[config.mk]
export PLATFORM = sky130hd
export DESIGN_NAME = simon_tile_draw_ctrl_flat
export DESIGN_NICKNAME = d
export VERILOG_FILES = /design/src/rtl/simon_draw_pkg.sv /design/src/rtl/simon_tile_draw_ctrl_if.sv /design/src/rtl/simon_tile_lut.sv /design/src/rtl/simon_tile_draw_ctrl.sv /design/src/flat_wrapper.sv
export SDC_FILE = /design/constraint.sdc
export NUM_CORES = 1
export LEC_CHECK = 0
export BUFFER_PORTS_ARGS = -buffer_cell sky130_fd_sc_hd__clkbuf_2
export CAP_MARGIN = 20
export CELL_PAD_IN_SITES_DETAIL_PLACEMENT = 2
export CELL_PAD_IN_SITES_GLOBAL_PLACEMENT = 2
export CORE_ASPECT_RATIO = 0.7
export CORE_MARGIN = 1.5
export CORE_UTILIZATION = 32
export DETAILED_ROUTE_END_ITERATION = 8
export GPL_TIMING_DRIVEN = 0
export PLACE_DENSITY = 0.84
export SLEW_MARGIN = 20
export SYNTH_ARGS = -nofsm -noshare
export SYNTH_HDL_FRONTEND = slang
export SYNTH_SLANG_ARGS = --single-unit
[constraint.sdc]
create_clock -name clk -period 2 [get_ports clk]
set_input_delay 0.4 -clock clk [delete_from_list [all_inputs] [get_ports clk]]
set_output_delay 0.4 -clock clk [all_outputs]
set_load 0.1 [all_outputs]
[src/rtl/simon_draw_pkg.sv]
// -----------------------------------------------------------------------------
// simon_draw_pkg
// Shared constants for the Simon Says tile drawing path:
//   - tile IDs (board position / colour name)
//   - lit palette colours (3-bit RGB)
//   - FSM state encoding of the tile draw controller
//   - datapath sweep length and block side
//   - request struct and the lit-colour lookup helper
// -----------------------------------------------------------------------------
package simon_draw_pkg;

    // Tile IDs: bit 0 selects the right column, bit 1 selects the bottom row.
    localparam logic [1:0] TILE_GREEN  = 2'd0;
    localparam logic [1:0] TILE_RED    = 2'd1;
    localparam logic [1:0] TILE_YELLOW = 2'd2;
    localparam logic [1:0] TILE_BLUE   = 2'd3;

    // Lit palette, 3-bit {R,G,B}.
    localparam logic [2:0] PAL_GREEN  = 3'b010;
    localparam logic [2:0] PAL_RED    = 3'b100;
    localparam logic [2:0] PAL_YELLOW = 3'b110;
    localparam logic [2:0] PAL_BLUE   = 3'b001;

    // Controller states.
    localparam logic [1:0] ST_IDLE = 2'd0;
    localparam logic [1:0] ST_SYNC = 2'd1;
    localparam logic [1:0] ST_DRAW = 2'd2;
    localparam logic [1:0] ST_DONE = 2'd3;

    // The datapath sweeps a 4x4 block in 16 cycles.
    localparam int SWEEP_LEN = 16;
    localparam int BLK_SIDE  = 4;

    typedef struct packed {
        logic [1:0] tile;
        logic       lit;
    } draw_req_t;

    function automatic logic [2:0] lit_colour(input logic [1:0] tile);
        logic [2:0] c;
        case (tile)
            TILE_GREEN:  c = PAL_GREEN;
            TILE_RED:    c = PAL_RED;
            TILE_YELLOW: c = PAL_YELLOW;
            TILE_BLUE:   c = PAL_BLUE;
            default:     c = PAL_GREEN;
        endcase
        return c;
    endfunction

endpackage

[src/rtl/simon_tile_draw_ctrl_if.sv]
// -----------------------------------------------------------------------------
// simon_tile_draw_ctrl_if
// Request handshake between game logic and the tile draw controller.
//   req_valid  requester -> controller  request present
//   req_ready  controller -> requester  controller can accept
//   req_tile   requester -> controller  tile ID (0 green .. 3 blue)
//   req_lit    requester -> controller  1 = palette colour, 0 = dim colour
// Modports: master = requester side, slave = controller side.
// -----------------------------------------------------------------------------
interface simon_tile_draw_ctrl_if;

    logic       req_valid;
    logic       req_ready;
    logic [1:0] req_tile;
    logic       req_lit;

    modport master (
        output req_valid,
        output req_tile,
        output req_lit,
        input  req_ready
    );

    modport slave (
        input  req_valid,
        input  req_tile,
        input  req_lit,
        output req_ready
    );

endinterface

[src/rtl/simon_tile_lut.sv]
// -----------------------------------------------------------------------------
// simon_tile_lut
// Combinational map from (tile, lit) to the tile's top-left pixel and the
// colour to paint it with. Shared with the full-board redraw sequencer.
//   tile    in   2  tile ID
//   lit     in   1  1 = palette colour, 0 = DIM_COLOUR
//   org_x   out  8  tile top-left x (pixels, truncated to 8 bits)
//   org_y   out  7  tile top-left y (pixels, truncated to 7 bits)
//   colour  out  3  resolved colour
// -----------------------------------------------------------------------------
module simon_tile_lut
    import simon_draw_pkg::*;
#(
    parameter int         X0         = 56,
    parameter int         Y0         = 36,
    parameter int         GAP        = 16,
    parameter int         BLK_X      = 4,
    parameter int         BLK_Y      = 4,
    parameter logic [2:0] DIM_COLOUR = 3'b000
) (
    input  logic [1:0] tile,
    input  logic       lit,
    output logic [7:0] org_x,
    output logic [6:0] org_y,
    output logic [2:0] colour
);

    localparam int W = BLK_SIDE * BLK_X;
    localparam int H = BLK_SIDE * BLK_Y;

    localparam logic [7:0] X_LEFT   = 8'(X0);
    localparam logic [7:0] X_RIGHT  = 8'(X0 + W + GAP);
    localparam logic [6:0] Y_TOP    = 7'(Y0);
    localparam logic [6:0] Y_BOTTOM = 7'(Y0 + H + GAP);

    // Tile position: green/red on the top row, yellow/blue on the bottom row.
    always_comb begin
        org_x = X_LEFT;
        org_y = Y_TOP;
        case (tile)
            TILE_GREEN:  begin org_x = X_LEFT;  org_y = Y_TOP;    end
            TILE_RED:    begin org_x = X_RIGHT; org_y = Y_TOP;    end
            TILE_YELLOW: begin org_x = X_LEFT;  org_y = Y_BOTTOM; end
            TILE_BLUE:   begin org_x = X_RIGHT; org_y = Y_BOTTOM; end
            default:     begin org_x = X_LEFT;  org_y = Y_TOP;    end
        endcase
    end

    // Colour: palette entry when lit, otherwise the erase colour.
    always_comb begin
        colour = DIM_COLOUR;
        if (lit) begin
            colour = lit_colour(tile);
        end else begin
            colour = DIM_COLOUR;
        end
    end

endmodule

[src/rtl/simon_tile_draw_ctrl.sv]
// -----------------------------------------------------------------------------
// simon_tile_draw_ctrl
// Sequencer in front of the 4x4-block pixel datapath. Takes one "paint tile N
// lit/unlit" request, holds the datapath counter at phase 0 for one SYNC cycle,
// then steps the block origin across the tile, one origin per 16-cycle sweep,
// and pulses done when the last block has been plotted.
//   clk        in   1  clock, rising edge
//   resetn     in   1  synchronous active-low reset
//   req        if      request handshake (slave modport)
//   dp_resetn  out  1  active-low reset to the datapath counter
//   x_org      out  8  block origin x
//   y_org      out  7  block origin y
//   colour     out  3  colour to datapath
//   plot       out  1  VGA write enable
//   busy       out  1  high outside IDLE
//   done       out  1  one-cycle pulse when the tile is complete
// -----------------------------------------------------------------------------
module simon_tile_draw_ctrl
    import simon_draw_pkg::*;
#(
    parameter int         X0         = 56,
    parameter int         Y0         = 36,
    parameter int         GAP        = 16,
    parameter int         BLK_X      = 4,
    parameter int         BLK_Y      = 4,
    parameter logic [2:0] DIM_COLOUR = 3'b000
) (
    input  logic                    clk,
    input  logic                    resetn,
    simon_tile_draw_ctrl_if.slave   req,
    output logic                    dp_resetn,
    output logic [7:0]              x_org,
    output logic [6:0]              y_org,
    output logic [2:0]              colour,
    output logic                    plot,
    output logic                    busy,
    output logic                    done
);

    localparam int BXW = (BLK_X > 1) ? $clog2(BLK_X) : 1;
    localparam int BYW = (BLK_Y > 1) ? $clog2(BLK_Y) : 1;

    localparam logic [BXW-1:0] BX_LAST    = BXW'(BLK_X - 1);
    localparam logic [BYW-1:0] BY_LAST    = BYW'(BLK_Y - 1);
    localparam logic [3:0]     PHASE_LAST = 4'(SWEEP_LEN - 1);
    localparam logic [7:0]     X_STEP     = 8'(BLK_SIDE);
    localparam logic [6:0]     Y_STEP     = 7'(BLK_SIDE);

    logic [1:0]     state_r;
    logic [1:0]     state_nxt_s;
    draw_req_t      req_r;
    logic [3:0]     phase_r;
    logic [BXW-1:0] bx_r;
    logic [BYW-1:0] by_r;
    logic [7:0]     x_org_r;
    logic [6:0]     y_org_r;
    logic [2:0]     colour_r;
    logic           plot_r;
    logic           busy_r;
    logic           done_r;

    logic           accept_s;
    logic           last_blk_s;
    logic [7:0]     tile_x_s;
    logic [6:0]     tile_y_s;
    logic [2:0]     tile_colour_s;

    simon_tile_lut #(
        .X0         (X0),
        .Y0         (Y0),
        .GAP        (GAP),
        .BLK_X      (BLK_X),
        .BLK_Y      (BLK_Y),
        .DIM_COLOUR (DIM_COLOUR)
    ) u_lut (
        .tile   (req_r.tile),
        .lit    (req_r.lit),
        .org_x  (tile_x_s),
        .org_y  (tile_y_s),
        .colour (tile_colour_s)
    );

    // The datapath counter is also held in reset while our own reset is low.
    assign req.req_ready = (state_r == ST_IDLE) && resetn;
    assign dp_resetn     = resetn && (state_r != ST_SYNC);

    assign accept_s   = req.req_valid && req.req_ready;
    assign last_blk_s = (phase_r == PHASE_LAST) && (bx_r == BX_LAST) && (by_r == BY_LAST);

    assign x_org  = x_org_r;
    assign y_org  = y_org_r;
    assign colour = colour_r;
    assign plot   = plot_r;
    assign busy   = busy_r;
    assign done   = done_r;

    // Next-state decode.
    always_comb begin
        state_nxt_s = state_r;
        case (state_r)
            ST_IDLE: begin
                if (accept_s) begin
                    state_nxt_s = ST_SYNC;
                end else begin
                    state_nxt_s = ST_IDLE;
                end
            end
            ST_SYNC: state_nxt_s = ST_DRAW;
            ST_DRAW: begin
                if (last_blk_s) begin
                    state_nxt_s = ST_DONE;
                end else begin
                    state_nxt_s = ST_DRAW;
                end
            end
            ST_DONE: state_nxt_s = ST_IDLE;
            default: state_nxt_s = ST_IDLE;
        endcase
    end

    // State register and status outputs, registered from the next state.
    always_ff @(posedge clk) begin
        if (!resetn) begin
            state_r <= ST_IDLE;
            plot_r  <= 1'b0;
            busy_r  <= 1'b0;
            done_r  <= 1'b0;
        end else begin
            state_r <= state_nxt_s;
            plot_r  <= (state_nxt_s == ST_DRAW);
            busy_r  <= (state_nxt_s != ST_IDLE);
            done_r  <= (state_nxt_s == ST_DONE);
        end
    end

    // Request latch; the LUT works from the latched copy for the whole tile.
    always_ff @(posedge clk) begin
        if (!resetn) begin
            req_r <= '0;
        end else if (accept_s) begin
            req_r.tile <= req.req_tile;
            req_r.lit  <= req.req_lit;
        end else begin
            req_r <= req_r;
        end
    end

    // Block walker. phase_r shadows the datapath counter, which SYNC forces to
    // 0, so each origin change lands exactly on a sweep boundary. The final
    // block does not advance, leaving its origin on the outputs afterwards.
    always_ff @(posedge clk) begin
        if (!resetn) begin
            phase_r  <= 4'd0;
            bx_r     <= '0;
            by_r     <= '0;
            x_org_r  <= 8'd0;
            y_org_r  <= 7'd0;
            colour_r <= 3'd0;
        end else if (state_r == ST_SYNC) begin
            phase_r  <= 4'd0;
            bx_r     <= '0;
            by_r     <= '0;
            x_org_r  <= tile_x_s;
            y_org_r  <= tile_y_s;
            colour_r <= tile_colour_s;
        end else if (state_r == ST_DRAW) begin
            phase_r <= phase_r + 4'd1;
            if ((phase_r == PHASE_LAST) && !last_blk_s) begin
                if (bx_r == BX_LAST) begin
                    bx_r    <= '0;
                    x_org_r <= tile_x_s;
                    by_r    <= by_r + BYW'(1);
                    y_org_r <= y_org_r + Y_STEP;
                end else begin
                    bx_r    <= bx_r + BXW'(1);
                    x_org_r <= x_org_r + X_STEP;
                end
            end else begin
                bx_r    <= bx_r;
                by_r    <= by_r;
                x_org_r <= x_org_r;
                y_org_r <= y_org_r;
            end
        end else begin
            phase_r  <= phase_r;
            bx_r     <= bx_r;
            by_r     <= by_r;
            x_org_r  <= x_org_r;
            y_org_r  <= y_org_r;
            colour_r <= colour_r;
        end
    end

endmodule

[src/flat_wrapper.sv]
// flat-port wrapper written by rule: the top's interface ports become plain ports
module simon_tile_draw_ctrl_flat import simon_draw_pkg::*;
#(
    parameter int         X0         = 56,
    parameter int         Y0         = 36,
    parameter int         GAP        = 16,
    parameter int         BLK_X      = 4,
    parameter int         BLK_Y      = 4,
    parameter logic [2:0] DIM_COLOUR = 3'b000
)
  (clk, resetn, dp_resetn, x_org, y_org, colour, plot, busy, done, req_req_valid, req_req_tile, req_req_lit, req_req_ready);
  simon_tile_draw_ctrl_if req_i ();
  input  logic clk;
  input  logic resetn;
  output logic dp_resetn;
  output logic [7:0] x_org;
  output logic [6:0] y_org;
  output logic [2:0] colour;
  output logic plot;
  output logic busy;
  output logic done;
  input wire logic [$bits(req_i.req_valid)-1:0] req_req_valid;
  input wire logic [$bits(req_i.req_tile)-1:0] req_req_tile;
  input wire logic [$bits(req_i.req_lit)-1:0] req_req_lit;
  output wire logic [$bits(req_i.req_ready)-1:0] req_req_ready;
  assign req_i.req_valid = req_req_valid;
  assign req_i.req_tile = req_req_tile;
  assign req_i.req_lit = req_req_lit;
  assign req_req_ready = req_i.req_ready;
  simon_tile_draw_ctrl #(.X0(X0), .Y0(Y0), .GAP(GAP), .BLK_X(BLK_X), .BLK_Y(BLK_Y), .DIM_COLOUR(DIM_COLOUR)) u_core (.clk(clk), .resetn(resetn), .req(req_i), .dp_resetn(dp_resetn), .x_org(x_org), .y_org(y_org), .colour(colour), .plot(plot), .busy(busy), .done(done));
endmodule
# Word-level counts from Yosys, hierarchy flattened
# Index checks and enable logic that the tools add are counted.
dict set report classes {
  n_addsub 5
  n_eq_ne 12
  n_bitwise 1
  n_mux 16
  reduce_logical 22
}
# op n
set op_table {}
lappend op_table {{2-to-1 mux 8 bit} 4}
lappend op_table {{2-to-1 mux 7 bit} 4}
lappend op_table {{== test 2 bit, second input constant} 8}
lappend op_table {{case mux 8 bit (2 select lines)} 1}
lappend op_table {{case mux 7 bit (2 select lines)} 1}
lappend op_table {{case mux 3 bit (4 select lines)} 1}
lappend op_table {{OR reduction 2 bit} 5}
lappend op_table {{adder 8 x 3 -> 8 bit, second input constant} 1}
lappend op_table {{case mux 2 bit (4 select lines)} 1}
lappend op_table {{nonzero test 2 bit} 4}
lappend op_table {{adder 7 x 3 -> 7 bit, second input constant} 1}
lappend op_table {{logical AND 1 bit} 6}
lappend op_table {{AND reduction 3 bit} 2}
lappend op_table {{adder 2 x 1 -> 2 bit, second input constant} 2}
lappend op_table {{adder 4 x 1 -> 4 bit, second input constant} 1}
lappend op_table {{== test 2 x 1 -> 1 bit, second input constant} 2}
lappend op_table {{== test 4 bit, second input constant} 1}
lappend op_table {{zero test 2 bit} 2}
lappend op_table {{AND reduction 2 bit} 2}
lappend op_table {{2-to-1 mux 3 bit} 1}
lappend op_table {{2-to-1 mux 1 bit} 2}
lappend op_table {{2-to-1 mux 2 bit} 1}
lappend op_table {{!= test 2 x 1 -> 1 bit, second input constant} 1}
lappend op_table {{zero test 1 bit} 1}
lappend op_table {{NOT 1 bit} 1}
dict set report totals {
  wordCells 68
  regBits 34
  out_inout_bits 23
}

# Logic depth before layout (Yosys ltp)
dict set report depth {
  ltp_word 8
  depth_mapped 7
  depth_no_buf 6
}

# Cells and area by module
# From an unflattened synthesis, not the netlist that was laid out.
dict set report hier_totals {
  hier_cells 205
  hier_area_um2 1791.7
}
# mod seq_area_each_um2 area_each_um2 instances cells_each
set modules_own_cells {}
lappend modules_own_cells {simon_tile_draw_ctrl 680.7 1591.5 1 178}
lappend modules_own_cells {simon_tile_lut 0.0 200.2 1 27}

# Worst setup path after synthesis
# Ideal clock, no wire load.
dict set report synth_path {
  path_kind {reg-to-reg}
  start {reg u_core.x_org_r[2] (netlist: u_core.x_org[2])}
  end {reg u_core.x_org_r[7] (netlist: u_core.x_org[7])}
  required_ns 1.908
  n_path_buf 0
  stages_incl_launch_ff 5
  period_less_slack_ns 2.109
  slack_ns -0.109
  t_arrival_ns 2.017
  path_cell_list {dfxtp_1 nand4_1 or2_0 or4_1 o32ai_1}
}
dict set report synth_via {
  elab_chain_len 5
}
# item line_no
set synth_lines {}
lappend synth_lines {{start: declaration} simon_tile_draw_ctrl.sv:55} ;# logic [7:0] x_org_r;
lappend synth_lines {{start signal: assignment} simon_tile_draw_ctrl.sv:163} ;# x_org_r <= tile_x_s;
lappend synth_lines {{start signal: assignment} simon_tile_draw_ctrl.sv:171} ;# x_org_r <= tile_x_s;
lappend synth_lines {{start signal: assignment} simon_tile_draw_ctrl.sv:176} ;# x_org_r <= x_org_r + X_STEP;
lappend synth_lines {{adder 8 x 3 -> 8 bit} simon_tile_draw_ctrl.sv:176}
lappend synth_lines {{2-to-1 mux 8 bit} simon_tile_draw_ctrl.sv:169} ;# if (bx_r == BX_LAST) begin
lappend synth_lines {{2-to-1 mux 8 bit} simon_tile_draw_ctrl.sv:168} ;# if ((phase_r == PHASE_LAST) && !last_blk_s) begin
lappend synth_lines {{2-to-1 mux 8 bit} simon_tile_draw_ctrl.sv:166} ;# end else if (state_r == ST_DRAW) begin
lappend synth_lines {{2-to-1 mux 8 bit} simon_tile_draw_ctrl.sv:159} ;# end else if (state_r == ST_SYNC) begin
# Every way passes these cells. The select of a mux whose other input is x is not followed.
# A chain may end at the register's enable or synchronous reset.

# Worst setup path in the final report
dict set report layout_path {
  start {reg u_core.state_r[1]}
  end {out dp_resetn}
}
dict set report layout_via {
  elab_chain_len 2
}
# item line_no
set layout_lines {}
lappend layout_lines {{start: declaration} simon_tile_draw_ctrl.sv:49} ;# logic [1:0] state_r;
lappend layout_lines {{start signal: assignment} simon_tile_draw_ctrl.sv:129} ;# state_r <= state_nxt_s;
lappend layout_lines {{!= test 2 x 1 -> 1 bit} simon_tile_draw_ctrl.sv:85} ;# assign dp_resetn = resetn && (state_r != ST_SYNC);
lappend layout_lines {{logical AND 1 bit} simon_tile_draw_ctrl.sv:85}
lappend layout_lines {{end: declaration} flat_wrapper.sv:15} ;# output logic dp_resetn;
# Every way passes these cells.

==> flow_summary.toml <==
[run_status]
outcome = "complete, but fails checks"
violations = "design-rule violations"

[floorplan]
die_y_microns = 60.3
row_count = 20
die-area_sq_um = 5110
io-pin-count = 29
die_w_microns = 84.8
start_util = 0.339
core_sq_um = 4430

[place]
hpwlAfterDp_mm = 3.25
numPortBuffers = 23
routabilityCongestion = 0.821
postPlaceCellArea_sq_um = 1700
pre_cts_ws_ps = -268

[timing]
fin_crit_sh = 0.938
slew_viol_final = 0
skew_ps = 10.8
maxSlewHeadroom = 0.612
setup_ws_ps = 123
max_freq_mhz = 533
grt_setup_unrepaired = "no"
setup_viol = 0
worst_pin_slew_ps = 582
whs_ps = 335
final_hold_viol_count = 0
min_period_ps = 1880

[global_routing]
antenna_found_initial = 0
first_global_vias = 1466
grt_pass1_wl_mm = 7.44
grt-ovfl-total = 0
use_met3 = 0.0483
grt_usage = 0.195
grt.busiest_layer = "met2"
grt_start_max_net_pins = 11
grtUsageMet1 = 0.233
grt_util_met2 = 0.347

[synth]
synth_common_cells = "dfxtp_1 (30), nor2_1 (16), nand2_1 (14)"
synth.yosys.seq_area_share = 0.400
yosys.area.top_type = "dfxtp_1"
syn_area_per_cell_sq_um = 8.67
synth.distinct_cells = 41
synth_edf_count = 0
netlist.area_leader.share = 0.400
syn_area_sq_um = 1500
yosysMostFrequentCell = "dfxtp_1"
yosys-top-cells-area = "dfxtp_1 (40%), ha_1 (11%), a21oi_1 (4.3%)"
syn_inst = 173
yosys_warnings = 0
synth-seq-cells = 30
async_flop_share = 0
ys.flop_type = "dfxtp_1"

[route]
drt_pass1_iterations = 6
drc = 2
vias = 1357
routed_via_density = 5.14
drtAntennaViolNets = 0
drtIter0Drc = 71
routed_wl_mm = 4.53
avgRoutedWirePerCell_microns = 17.2

[pwr]
p_leak_uw = 0.000789
totalPowerFinal_uw = 1580
ir_drop_mv = 0.373
power_density_nw_per_um2 = 838

[worst_setup_path]
worstSetupStartpointType = "flop"
critPathMaxFanout = 12
arrival_ps = 1480
end_kind = "primary output"
crit_required_ps = 1600
crit_type = "flop to primary output"

[clocking]
max-clock-path-buffers = 2
htree_levels = 2
clkLatencyLatePin_ps = 300
holdBufCountCts = 0
cts_tree = "done"
cts.clk_slew.worst_paths_ps = 70
cts_buffers = 5
cts.sinks = 30
cts-root-buf = "clkbuf_8"

[cells_and_area]
final_util = 0.427
design_area_sq_um = 1890
antenna_cells = 0
area_growth_pct = 26.0
drive_gt1_frac = 0.273
num-nets-final = 227

[worst_hold_path]
holdCritPathClass = "input port to flop"

[job]
drv_cap = 0
-- placed cells by master (no fill, tap or decap), drive strengths merged, types with 2 or more instances in the layout --
cell,instances
a211oi,4
nor3,4
o221a,2
nand2b,4
nand2,14
clkinvlp,2
xnor2,2
dfxtp,30
o31ai,2
and3,3
nand3,10
a31oi,3
buf,9
inv,10
ha,13
nor2,16
mux2i,4
nand4,3
a21oi,13
nor3b,2
clkbuf,33
xor2,3
o21ai,4
conb,4
-- sequential cells by signal, summed over array words and instances, names as in the netlist --
name / cells
u_core.busy: 1
u_core.bx_r: 2
u_core.by_r: 2
u_core.colour: 3
u_core.done: 1
u_core.phase_r: 4
u_core.plot: 1
u_core.req_r: 3
u_core.state_r: 2
u_core.x_org: 6
u_core.y_org: 5
-- logic make-up after synthesis --
logic type | after synthesis | share of synthesized area
buffers and inverters | 22 | 0.0667
other | 1 | 0.00250
adder cells (fa/ha/maj) | 13 | 0.108
multiplexers | 4 | 0.0267
AO/OA/AOI/OAI | 35 | 0.157
flip-flops | 30 | 0.400
AND/OR/NAND/NOR | 63 | 0.209
XOR/XNOR | 5 | 0.0292
-- worst paths after layout --
check,startpoint,end,slack (ps),cells after the start
worst min register to register,u_core.colour[1],u_core.colour[1],490,2
worst max register to register,u_core.state_r[0],u_core.bx_r[1],140,6
worst max-delay path,u_core.state_r[1],dp_resetn,120,6
worst min-delay path,req_req_lit,u_core.req_r[0],340,3
-- metal layers --
metal | vias to the layer above | wire length, microns
li1 | 666 | -
met5 | - | 0
met3 | 7 | 163
met2 | 25 | 2260
met4 | 0 | 74
met1 | 659 | 2030
-- final cells by class --
cell class / instances / area, sq um
clock buffer: 6 / 82.6
clock inverter: 2 / 12.5
tap: 55 / 68.8
buffer: 10 / 65.1
inverter: 11 / 47.5
multi-input combinational: 124 / 848
sequential: 30 / 606
fill: 491 / 2540
timing repair buffer: 26 / 160
-- power breakdown --
group	total, uW	switching, uW	internal [uW]	leakage (uW)
Combinational	412	295	117	0.000497
Clock	524	248	276	0.0000472
Sequential	648	23.6	624	0.000245
Total	1580	566	1020	0.000789
-- repair_timing --
item,4_1_cts,5_1_grt
hold endpoints to repair,0,0
setup endpoints to repair,2,3
setup buffers,1,2
pin swaps,1,0
gates resized for setup,13,5
gates cloned,0,0
-- critical path, stage by stage, from the launching register on --
cell and delay, ps:
dfxtp_2 330, inv_4 80, ha_4 220, nand2b_4 150, clkbuf_8 140, clkinvlp_4 70, clkbuf_16 190
-- metrics by stage --
stage,TNS (ps),std cells
finish,0,264
global route,0,264
CTS,0,263
detailed placement,-268,254
global placement,-199,254
floorplan,-73.4,176
No activity file was read; power rests on OpenSTA's default activity.
